**src/rtl/c20_bist_pkg.sv**
```systemverilog
// c20_bist_pkg
// Shared types and constants for the C20 BIST controller slice.
//   state_t       : controller state encoding (IDLE, RUN, DONE)
//   PAT_W         : pattern / signature width
//   TAP_MASK      : x^16+x^14+x^13+x^11+1 taps (q[15], q[13], q[12], q[10])
//   DEFAULT_SEED  : power-on LFSR seed
//   eff_seed()    : maps an all-zero seed to 16'h0001 (the LFSR would lock up at 0)
package c20_bist_pkg;

  localparam int PAT_W = 16;

  localparam logic [PAT_W-1:0] TAP_MASK     = 16'hB400;
  localparam logic [PAT_W-1:0] DEFAULT_SEED = 16'hACE1;

  typedef enum logic [1:0] {
    IDLE = 2'd0,
    RUN  = 2'd1,
    DONE = 2'd2
  } state_t;

  function automatic logic [PAT_W-1:0] eff_seed(input logic [PAT_W-1:0] seed);
    return (seed == '0) ? 16'h0001 : seed;
  endfunction

endpackage

```
**src/rtl/c20_bist_lfsr.sv**
```systemverilog
// c20_bist_lfsr
// 16-bit Fibonacci shift register with a serial injection input. Used both as
// the pattern generator (sin tied 0) and as the serial MISR (sin = response).
// Ports:
//   clk       in   clock, rising edge
//   rst_n     in   asynchronous active-low reset, loads RST_VAL
//   load      in   synchronous load of load_val (wins over en)
//   load_val  in   value loaded when load=1
//   en        in   shift one step: q <= {q[14:0], ^(q & TAPS) ^ sin}
//   sin       in   serial input xored into the feedback bit
//   q         out  register contents
module c20_bist_lfsr
  import c20_bist_pkg::*;
#(
  parameter logic [PAT_W-1:0] TAPS    = TAP_MASK,
  parameter logic [PAT_W-1:0] RST_VAL = '0
) (
  input  logic             clk,
  input  logic             rst_n,
  input  logic             load,
  input  logic [PAT_W-1:0] load_val,
  input  logic             en,
  input  logic             sin,
  output logic [PAT_W-1:0] q
);

  logic fb;

  assign fb = (^(q & TAPS)) ^ sin;

  always_ff @(posedge clk or negedge rst_n) begin
    if (!rst_n) begin
      q <= RST_VAL;
    end else if (load) begin
      q <= load_val;
    end else if (en) begin
      q <= {q[PAT_W-2:0], fb};
    end
  end

endmodule

```
**src/rtl/c20_bist_ctrl.sv**
```systemverilog
// c20_bist_ctrl
// BIST driver for the C20 benchmark: LFSR pattern source for G1gat..G16gat,
// serial MISR on the G17gat response, golden-signature compare.
// Optional feature macro: C20_BIST_ABORT_EN (adds abort_i; abort in RUN
// returns to IDLE with the partial signature held and no DONE).
// Ports:
//   clk          in   clock, rising edge
//   rst_n        in   asynchronous active-low reset
//   start_i      in   run request, level-sampled in IDLE/DONE
//   resp_i       in   DUT response, combinational from pat_o
//   abort_i      in   (C20_BIST_ABORT_EN only) abandon the current run
//   pat_o        out  live pattern in RUN, else 0
//   pat_valid_o  out  state == RUN
//   busy_o       out  state == RUN
//   done_o       out  state == DONE
//   pass_o       out  done_o && signature_o == GOLDEN_SIG
//   signature_o  out  MISR contents
//
// state | meaning
// IDLE  | waiting for start_i after reset or abort
// RUN   | one pattern per cycle, response compacted at each edge
// DONE  | run complete, signature final, waiting for start_i
module c20_bist_ctrl
  import c20_bist_pkg::*;
#(
  parameter int               N_PAT      = 256,
  parameter logic [PAT_W-1:0] SEED       = DEFAULT_SEED,
  parameter logic [PAT_W-1:0] GOLDEN_SIG = 16'h0000
) (
  input  logic             clk,
  input  logic             rst_n,
  input  logic             start_i,
  input  logic             resp_i,
`ifdef C20_BIST_ABORT_EN
  input  logic             abort_i,
`endif
  output logic [PAT_W-1:0] pat_o,
  output logic             pat_valid_o,
  output logic             busy_o,
  output logic             done_o,
  output logic             pass_o,
  output logic [PAT_W-1:0] signature_o
);

  localparam int               CNT_W    = $clog2(N_PAT + 1);
  localparam logic [CNT_W-1:0] CNT_LAST = CNT_W'(N_PAT - 1);
  localparam logic [PAT_W-1:0] EFF_SEED = eff_seed(SEED);

  state_t           state_q;
  state_t           state_d;
  logic [CNT_W-1:0] cnt_q;
  logic             start_run;
  logic             run_step;
  logic             abort_hit;
  logic             in_run;
  logic [PAT_W-1:0] gen_q;
  logic [PAT_W-1:0] sig_q;

  assign in_run = (state_q == RUN);

`ifdef C20_BIST_ABORT_EN
  assign abort_hit = in_run && abort_i;
`else
  assign abort_hit = 1'b0;
`endif

  // An aborted cycle does not count as a pattern: generator, MISR and
  // counter all hold so the partial signature stays observable.
  assign run_step = in_run && !abort_hit;

  always_ff @(posedge clk or negedge rst_n) begin
    if (!rst_n) begin
      state_q <= IDLE;
    end else begin
      state_q <= state_d;
    end
  end

  always_comb begin
    state_d   = state_q;
    start_run = 1'b0;
    unique case (state_q)
      IDLE: begin
        if (start_i) begin
          start_run = 1'b1;
          state_d   = RUN;
        end
      end
      RUN: begin
        if (abort_hit) begin
          state_d = IDLE;
        end else if (cnt_q == CNT_LAST) begin
          state_d = DONE;
        end
      end
      DONE: begin
        if (start_i) begin
          start_run = 1'b1;
          state_d   = RUN;
        end
      end
      default: begin
        state_d = IDLE;
      end
    endcase
  end

  // Counter width holds N_PAT itself, so the final increment never wraps.
  always_ff @(posedge clk or negedge rst_n) begin
    if (!rst_n) begin
      cnt_q <= '0;
    end else if (start_run) begin
      cnt_q <= '0;
    end else if (run_step) begin
      cnt_q <= cnt_q + CNT_W'(1);
    end
  end

  c20_bist_lfsr #(
    .TAPS    (TAP_MASK),
    .RST_VAL (EFF_SEED)
  ) u_gen (
    .clk      (clk),
    .rst_n    (rst_n),
    .load     (start_run),
    .load_val (EFF_SEED),
    .en       (run_step),
    .sin      (1'b0),
    .q        (gen_q)
  );

  c20_bist_lfsr #(
    .TAPS    (TAP_MASK),
    .RST_VAL ('0)
  ) u_misr (
    .clk      (clk),
    .rst_n    (rst_n),
    .load     (start_run),
    .load_val ('0),
    .en       (run_step),
    .sin      (resp_i),
    .q        (sig_q)
  );

  // pat_o comes straight from registers (generator gated by state), so the
  // external netlist gets a full period to produce resp_i.
  assign pat_o       = in_run ? gen_q : '0;
  assign pat_valid_o = in_run;
  assign busy_o      = in_run;
  assign done_o      = (state_q == DONE);
  assign pass_o      = done_o && (sig_q == GOLDEN_SIG);
  assign signature_o = sig_q;

endmodule

```
**config.mk**
```make
export PLATFORM = sky130hd
export DESIGN_NAME = c20_bist_ctrl
export DESIGN_NICKNAME = d
export VERILOG_FILES = /design/src/rtl/c20_bist_pkg.sv /design/src/rtl/c20_bist_lfsr.sv /design/src/rtl/c20_bist_ctrl.sv
export SDC_FILE = /design/constraint.sdc
export NUM_CORES = 1
export LEC_CHECK = 0
export BUFFER_PORTS_ARGS = -buffer_cell sky130_fd_sc_hd__buf_2
export CORE_MARGIN = 2
export CORE_UTILIZATION = 57
export DETAILED_ROUTE_END_ITERATION = 7
export PLACE_DENSITY = 0.83
export SETUP_SLACK_MARGIN = 0.4
export SYNTH_ARGS = -nofsm -noshare
export SYNTH_HDL_FRONTEND = slang
export SYNTH_SLANG_ARGS = --single-unit
```
**constraint.sdc**
```tcl
create_clock -name clk -period 2.7 [get_ports clk]
set_input_delay 0.54 -clock clk [delete_from_list [all_inputs] [get_ports clk]]
set_output_delay 0.54 -clock clk [all_outputs]
set_load 0.005 [all_outputs]
```
# Word level (Yosys, flattened, before mapping)
# Cells that the tools add are included.
[totals]
register_bits = 43
latchBits = 0
ram_bits = 0
mem_bits_ro = 0
out_inout_bits = 36
elab_cells = 31
n_memories = 0
[classes]
addsub = 1
n_mul = 0
div = 0
n_lt_le_gt_ge = 0
eq_ne = 5
n_shift = 0
muxes = 12
n_bitwise = 1
reduce_logical = 8
[ops]
columns = ["op", "count"]
rows = [
  ["two-way mux 16 bit", 5],
  ["parity 16 bit", 2],
  ["two-way mux 9 bit", 2],
  ["logical NOT 16 bit", 1],
  ["adder 9 x 1 -> 9 bit, second input constant", 1],
  ["== test 9 x 8 -> 1 bit, second input constant", 1],
  ["two-way mux 2 bit", 2],
  ["inequality test 2 x 1 -> 1 bit, second input constant", 2],
  ["case mux 2 bit (2 select lines)", 1],
  ["== test 2 x 1 -> 1 bit, second input constant", 1],
  ["== test 2 bit, second input constant", 1],
  ["logical NOT 2 bit", 1],
  ["two-way mux 1 bit", 2],
  ["AND reduction 2 bit", 1],
  ["nonzero test 2 bit", 1],
  ["OR reduction 2 bit", 1],
  ["logical AND 1 bit", 1],
  ["XOR 1 bit", 1],
]

# Depth between registers and ports, before layout
# Gate-level depths: netlist of the first run.
[depth]
word_depth = 4
depth_mapped = 7

# Hierarchy
# Synthesis of the first run repeated with hierarchy kept, for this count alone.
[hier_totals]
cells_unflattened = 225
area_unflattened_um2 = 2255.9
[modules_own_cells]
columns = ["mod", "instances", "cells_each", "area_per_inst_um2", "seq_area_each_um2"]
rows = [
  ["c20_bist_lfsr (u_gen)", 1, 73, 788.3, 410.4],
  ["c20_bist_lfsr (u_misr)", 1, 73, 778.2, 400.4],
  ["c20_bist_ctrl", 1, 79, 689.4, 275.3],
]

# Least setup slack after synthesis of the first run
# OpenSTA, ideal clock, no wires.
[synth_timing]
path_kind = "reg2out"
from = "reg state_q[1]"
to = "out pat_o[10]"
arrival_time_ps = 1169
required_ps = 2160
path_slack_ps = 991
stages_incl_launch_ff = 7
n_path_buf = 3
cell_sequence = "dfrtp_1 nand2b_2 inv_1 buf_4 buf_4 buf_4 and2_1"
[synth_via]
elab_chain_len = 2
[synth_rtl]
columns = ["item", "line", "rtl"]
rows = [
  ["start: declaration", "c20_bist_ctrl.sv:49", "state_t state_q;"],
  ["start signal: assignment", "c20_bist_ctrl.sv:75", "state_q <= state_d;"],
  ["== test 2 x 1 -> 1 bit", "c20_bist_ctrl.sv:59", "assign in_run = (state_q == RUN);"],
  ["via busy_o", "c20_bist_ctrl.sv:39", "output logic busy_o,"],
  ["two-way mux 16 bit", "c20_bist_ctrl.sv:147", "assign pat_o = in_run ? gen_q : '0;"],
  ["end: declaration", "c20_bist_ctrl.sv:37", "output logic [PAT_W-1:0] pat_o,"],
]
# The timed path passes the listed nets, and every way through them passes these cells.

# Worst setup path after layout of the first run
[layout_timing]
from = "reg u_misr.q[7]"
to = "out pass_o"
[layout_via]
elab_chain_len = 2
[layout_rtl]
columns = ["item", "line", "rtl"]
rows = [
  ["start: declaration", "c20_bist_lfsr.sv:24", "output logic [PAT_W-1:0] q"],
  ["start signal: assignment", "c20_bist_lfsr.sv:35", "q <= load_val;"],
  ["start signal: assignment", "c20_bist_lfsr.sv:37", "q <= {q[PAT_W-2:0], fb};"],
  ["logical NOT 16 bit", "c20_bist_ctrl.sv:151", "assign pass_o = done_o && (sig_q == GOLDEN_SIG);"],
  ["logical AND 1 bit", "c20_bist_ctrl.sv:151", ""],
  ["end: declaration", "c20_bist_ctrl.sv:41", "output logic pass_o,"],
]
# No other way between the ends.

==> flow_metrics.py, run 1 <==
metrics = {
    "run_status": {
        "outcome": "finished clean",
    },
    "timing": {
        "fin_skew_ns": 0.0107,
        "tns_ns": 0,
        "drv_slew": 0,
        "setup_viol": 0,
        "max_freq_mhz": 453,
        "period_minus_slack_ns": 2.21,
        "max_slew.worst_pin.slew_ns": 0.899,
        "final-hold-violation-count": 0,
        "grt_setup_unrepaired": "false",
        "slew_headroom_pct": 40.0,
        "finalCritPeriodShare_pct": 81.7,
    },
    "die": {
        "initial_core_util_pct": 61.3,
        "coreArea_um2": 3100,
        "num_io_pins": 40,
        "rows": 20,
        "die_x_um": 61.8,
        "die_h_um": 61.8,
        "fp.dieArea_um2": 3820,
    },
    "finish": {
        "seqCellArea_um2": 1090,
        "fin_nets": 207,
        "multiInputGateArea_um2": 752,
        "design_area_um2": 2210,
        "fill_cells": 240,
        "syn_to_final_growth_pct": 16.4,
        "layout_common_cells": "buf_2, dfrtp_1, and2_1, a22o_1",
        "drive_gt1_share_pct": 31.8,
        "n_antenna_cell": 0,
        "final_common_cell": "buf_2",
    },
    "place": {
        "place_hpwl_um": 2530,
        "dpl-instance-area_um2": 2110,
        "place.gp.congestion": 0.793,
        "port-buffer-count": 39,
    },
    "worst_setup_path": {
        "regToRegSetupSlack_ns": 0.70,
        "worstSetupStartpoint": "u_misr.q[7]",
        "ff2ff_path_depth": 6,
        "worst_path_largest_cell_delay_ns": 0.44,
        "required_ns": 2.16,
        "end_kind": "output pin",
        "r2r-start": "state_q[0]",
        "slowest_stage": "dfrtp_1",
        "path_buf_inv": 1,
        "crit_family": "simple AND/OR/NAND/NOR gates",
        "path_depth": 4,
        "cp_cell_sequence": "nor4_2 > nand4_1 > nor4b_2 > buf_2",
        "worstSetupStartpointType": "flop",
        "endpoint": "pass_o",
        "path_max_fanout": 4,
        "criticalPathCategory": "flop to output pin",
        "critPathArrivalTime_ns": 1.67,
        "r2r_end": "u_misr.q[10]",
    },
    "routing": {
        "drt_pass1_iterations": 4,
        "drt_iter0_markers": 132,
        "wl_um": 3720,
        "avgRoutedWirePerCell_um": 15.2,
        "drt-vias-per-instance": 5.61,
        "drcViolationCount": 0,
        "dr_total_vias": 1374,
        "ant_nets": 0,
    },
    "clocking": {
        "clk_pin_slew_ns": 0.13,
        "clkSinkCount": 43,
        "clk_path_buf_depth": 2,
        "cts_buffers": 5,
        "insertion_delay_ns": 0.35,
        "clockRootBuffer": "clkbuf_4",
        "htree_levels": 2,
        "cts_tree": "built",
        "hold_buffers": 0,
    },
    "yosys": {
        "yosys_warnings": 0,
        "synth_cells": 161,
        "ys_seq_elements": 43,
        "ys_types": 35,
        "seq_area_frac_synth_pct": 57.1,
        "synthesis.area_um2": 1900,
        "syn_area_per_cell_um2": 11.8,
        "synth_nets": 168,
    },
    "global_route": {
        "grt_usage_pct": 22.2,
        "grt_max_degree": 44,
        "grt_first_pass_wirelength_um": 6140,
        "antenna_found_initial": 0,
        "grt-ovfl-total": 0,
        "grt_pass1_vias": 1296,
    },
    "power": {
        "p_seq_share_pct": 52.8,
        "leakage_nw": 0.986,
        "irDropWorstVdd_uv": 591,
        "power_switching_share_pct": 31.6,
        "intPower_mw": 1.33,
        "power_density_nw_per_um2": 878,
        "p_comb_share_pct": 26.7,
        "clockPowerShare_pct": 20.5,
        "power.switching_uw": 614,
    },
    "hold_path": {
        "hp-class": "input port to async pin",
    },
    "job": {
        "drv_cap": 0,
    },
}
synthesized netlist by cell type (all sizes together):
cell | count | share of area, %
xnor2 | 5 | 2.3
nand3 | 3 | 0.79
ha | 3 | 2.0
buf | 9 | 3.4
xor2 | 2 | 0.92
o22ai | 2 | 0.66
a2bb2oi | 2 | 0.92
nor2 | 2 | 0.39
nand2 | 7 | 1.4
a22o | 16 | 7.4
mux2i | 1 | 0.53
o22a | 7 | 3.2
o31a | 1 | 0.46
inv | 6 | 1.2
a31oi | 1 | 0.33
a21boi | 1 | 0.39
nand3b | 1 | 0.39
nor3 | 2 | 0.53
or3 | 2 | 0.66
nand4 | 1 | 0.33
nor2b | 2 | 0.66
dfstp | 8 | 11
o21ai | 7 | 1.8
nor4 | 4 | 1.6
nor4b | 1 | 0.46
dfrtp | 35 | 46
clkbuf | 1 | 0.20
a21o | 8 | 3.2
a21oi | 2 | 0.53
and2 | 16 | 5.3
nand2b | 3 | 1.1
power groups by stage:
| stage | sequential [mW] | clock, mW | combinational [mW] |
|---|---|---|---|
| 3_5_place_dp | 1.02 | 0 | 0.514 |
| 5_1_grt | 1.06 | 0.443 | 0.580 |
| 4_1_cts | 1.01 | 0.408 | 0.522 |
| 2_1_floorplan | 0.996 | 0 | 0.312 |
| 6_report | 1.03 | 0.399 | 0.520 |
| 3_3_place_gp | 1.01 | 0 | 0.498 |
metrics by stage:
| stage | util (%) | hold slack, ns | setup WS (ns) | total power, mW | cells |
|---|---|---|---|---|---|
| floorplan | - | 0.244 | 0.991 | 1.31 | 161 |
| global placement | 67.9 | 0.452 | 0.813 | 1.51 | 237 |
| detailed placement | 67.9 | 0.468 | 0.712 | 1.53 | 237 |
| CTS | 70.6 | 0.322 | 0.501 | 1.94 | 245 |
| global route | 71.4 | 0.362 | 0.370 | 2.08 | 245 |
| finish | 71.4 | 0.294 | 0.493 | 1.95 | 245 |
state kept, by name, indices dropped and copies added (netlist names):
name      cells
state_q       2
u_gen.q      16
cnt_q         9
u_misr.q     16
worst min-delay path by stage:
| stage | from | end | cells past startpoint |
|---|---|---|---|
| 2_1_floorplan | rst_n | cnt_q[0] | 0 |
| 3_3_place_gp | u_gen.q[2] | u_gen.q[2] | 1 |
| 3_5_place_dp | u_gen.q[1] | u_gen.q[1] | 1 |
| 4_1_cts | rst_n | u_misr.q[8] | 1 |
| 5_1_grt | rst_n | u_misr.q[8] | 1 |
| 6_report | rst_n | u_misr.q[8] | 1 |
logic make-up after synthesis:
| group | count (synthesis) | synth area share, % |
|---|---|---|
| adders and majority gates | 3 | 1.97 |
| DFF | 43 | 57.1 |
| AOI/OAI and AO/OA | 47 | 18.9 |
| xor gates and xnor gates | 7 | 3.22 |
| buffers and inverters | 16 | 4.73 |
| and+or+nand+nor | 44 | 13.6 |
| muxes | 1 | 0.526 |
cell type report:
cell class                 count  area share [%]
clock buffer                   5            1.69
clock inverter                 3            1.98
inverter                       6            1.02
multi-input combinational    102            34.0
sequential                    43            49.0
tap                           44            2.49
timing repair buffer          42            9.83
routing by layer:
layer / global-route usage (%) / part of all wire [%] / vias up
met5: 0 / 0 / -
met4: 6.38 / 1.2 / 0
met3: 6.83 / 5.2 / 6
met2: 32.9 / 48 / 38
met1: 31.7 / 46 / 678
li1: - / - / 652
worst register-to-register path, stage by stage, from the launching register on:
cell and delay (ns):
dfrtp_1 0.45, nand2b_2 0.09, inv_1 0.19, buf_4 0.28
nor2_1 0.47, buf_4 0.31, a22o_1 0.15
repair_timing:
item	4_1_cts	5_1_grt
gates resized for setup	0	4
endpoints found under the setup margin	0	1
buffers inserted	0	0
Note: power is estimated with default switching activity, not from simulation.
==> run 2, diff against run 1 <==
- CORE_UTILIZATION: 57 -> 48
- PLACE_DENSITY: 0.83 -> 0.74
- clock period: 2.7 -> 1.9 ns (I/O delays scaled with it)
==> run 2 against run 1 <==
  * Total power increased by 64%
  * First-iteration DRC count decreased by 21%
  * Setup slack got worse by 0.49 ns
  * Largest cell class unchanged
  * Highest routed layer unchanged
==> flow_metrics.py, run 2 (synthesis gave the netlist of run 1 again) <==
metrics = {
    "run_status": {
        "outcome": "finished clean",
    },
    "hold_path": {
        "hp-class": "input port to async pin",
    },
    "worst_setup_path": {
        "critPathArrivalTime_ns": 1.52,
        "slowest_stage": "dfrtp_1",
        "path_max_fanout": 2,
        "end_kind": "output pin",
        "worstSetupStartpointType": "flop",
        "path_buf_inv": 1,
        "cp_cell_sequence": "nor4_2 > nand4_1 > nor4b_2 > buf_2",
        "r2r_end": "u_misr.q[2]",
        "regToRegSetupSlack_ns": 0.26,
        "criticalPathCategory": "flop to output pin",
        "worst_path_largest_cell_delay_ns": 0.40,
        "ff2ff_path_depth": 8,
        "required_ns": 1.52,
        "crit_family": "simple AND/OR/NAND/NOR gates",
        "r2r-start": "state_q[0]",
    },
    "finish": {
        "final_common_cell": "dfrtp_1",
        "fin_nets": 230,
        "n_antenna_cell": 0,
        "syn_to_final_growth_pct": 42.9,
        "reg_top3": "u_gen.q: 16 flops, u_misr.q: 16 flops, cnt_q: 9 flops",
        "layout_common_cells": "dfrtp_1, buf_2, buf_6",
        "drive_gt1_share_pct": 50.4,
    },
    "die": {
        "num_io_pins": 40,
        "initial_core_util_pct": 50.8,
        "rows": 22,
        "coreArea_um2": 3740,
        "die_h_um": 67.0,
        "die_x_um": 67.0,
        "fp.dieArea_um2": 4480,
    },
    "clocking": {
        "cts_tree": "built",
        "clkSinkCount": 43,
        "clk_path_buf_depth": 2,
        "hold_buffers": 0,
        "htree_levels": 2,
        "clockRootBuffer": "clkbuf_8",
        "clk_pin_slew_ns": 0.08,
        "insertion_delay_ns": 0.30,
        "cts_buffers": 5,
    },
    "timing": {
        "max_freq_mhz": 527,
        "setup_viol": 0,
        "final-hold-violation-count": 0,
        "max_slew.worst_pin.slew_ns": 0.514,
        "tns_ns": 0,
        "fin_skew_ns": 0.00690,
        "setup_slack_ns": 0.00336,
        "slew_headroom_pct": 65.7,
        "finalCritPeriodShare_pct": 99.8,
        "period_minus_slack_ns": 1.90,
        "drv_slew": 0,
        "grt_setup_unrepaired": "true",
    },
    "routing": {
        "ant_nets": 0,
        "drcViolationCount": 0,
        "avgRoutedWirePerCell_um": 17.4,
        "dr_total_vias": 1520,
        "drt_pass1_iterations": 4,
        "drt-vias-per-instance": 5.59,
        "wl_um": 4730,
        "drt_iter0_markers": 104,
    },
    "power": {
        "power_density_nw_per_um2": 1170,
        "irDropWorstVdd_uv": 751,
        "leakage_nw": 1.22,
    },
    "global_route": {
        "grt_usage_pct": 22.5,
        "grt_pass1_vias": 1473,
        "grt_max_degree": 24,
        "antenna_found_initial": 0,
        "grt_first_pass_wirelength_um": 7290,
        "grt-ovfl-total": 0,
    },
    "place": {
        "place.gp.congestion": 0.763,
        "place_ws_ns": 0.262,
        "port-buffer-count": 39,
        "place_hpwl_um": 2620,
    },
    "job": {
        "drv_cap": 0,
    },
}
-- run 2: changes by cell type in the layout (fill, tap and decap cells not counted), sizes merged --
cell	change
buf	+20
clkinvlp	+4
clkbuf	+1
clkinv	-1
inv	-1
-- run 2: timing repair --
action,CTS,global route
pin swaps,11,22
gates resized for setup,44,25
cloned,4,1
setup endpoints to repair,45,58
setup buffers,11,5
-- run 2: area by class of cell --
cell class,instances,area (um^2)
flip-flops and latches,43,1090
fillers,256,1020
multi-input cells,102,858
repair buffers,62,546
clock buffers,6,82.6
well taps,48,60.1
clock inverters,2,35.0
inverters,6,26.3
repair inverters,3,22.5
-- run 2: where the power goes --
part / total, mW / internal, mW / switching (mW)
combinational: 0.985 / 0.579 / 0.405
sequential: 1.46 / 1.18 / 0.284
clock: 0.741 / 0.425 / 0.316
-- run 2: worst max-delay path by stage --
| stage | startpoint | to | cells past startpoint |
|---|---|---|---|
| after floorplan | state_q[1] | pat_o[10] | 6 |
| after global placement | u_misr.q[0] | pass_o | 4 |
| after detailed placement | u_misr.q[0] | pass_o | 4 |
| after CTS | u_misr.q[7] | pass_o | 4 |
| after global routing | u_misr.q[0] | pass_o | 4 |
| final | u_misr.q[7] | pass_o | 4 |
-- run 2: stage by stage --
stage	power, mW	utilization (%)	instance area (um^2)	std cells	hold slack [ns]
after global placement	2.15	57.2	2140	243	0.354
after floorplan	1.86	-	1910	161	0.0844
final	3.19	72.6	2720	272	0.0414
after CTS	3.07	68.7	2570	266	0.0432
after global routing	3.37	72.6	2720	272	0.0615
after detailed placement	2.19	57.2	2140	243	0.369
-- run 2: routing by layer --
layer,part of all wire (%),wire [um],GRT usage [%],up-vias
met5,0,0,0,-
met4,2.2,102,10.2,0
met3,5.5,260,4.05,10
met2,51,2440,37.4,53
met1,41,1930,28.4,756
li1,-,-,-,701
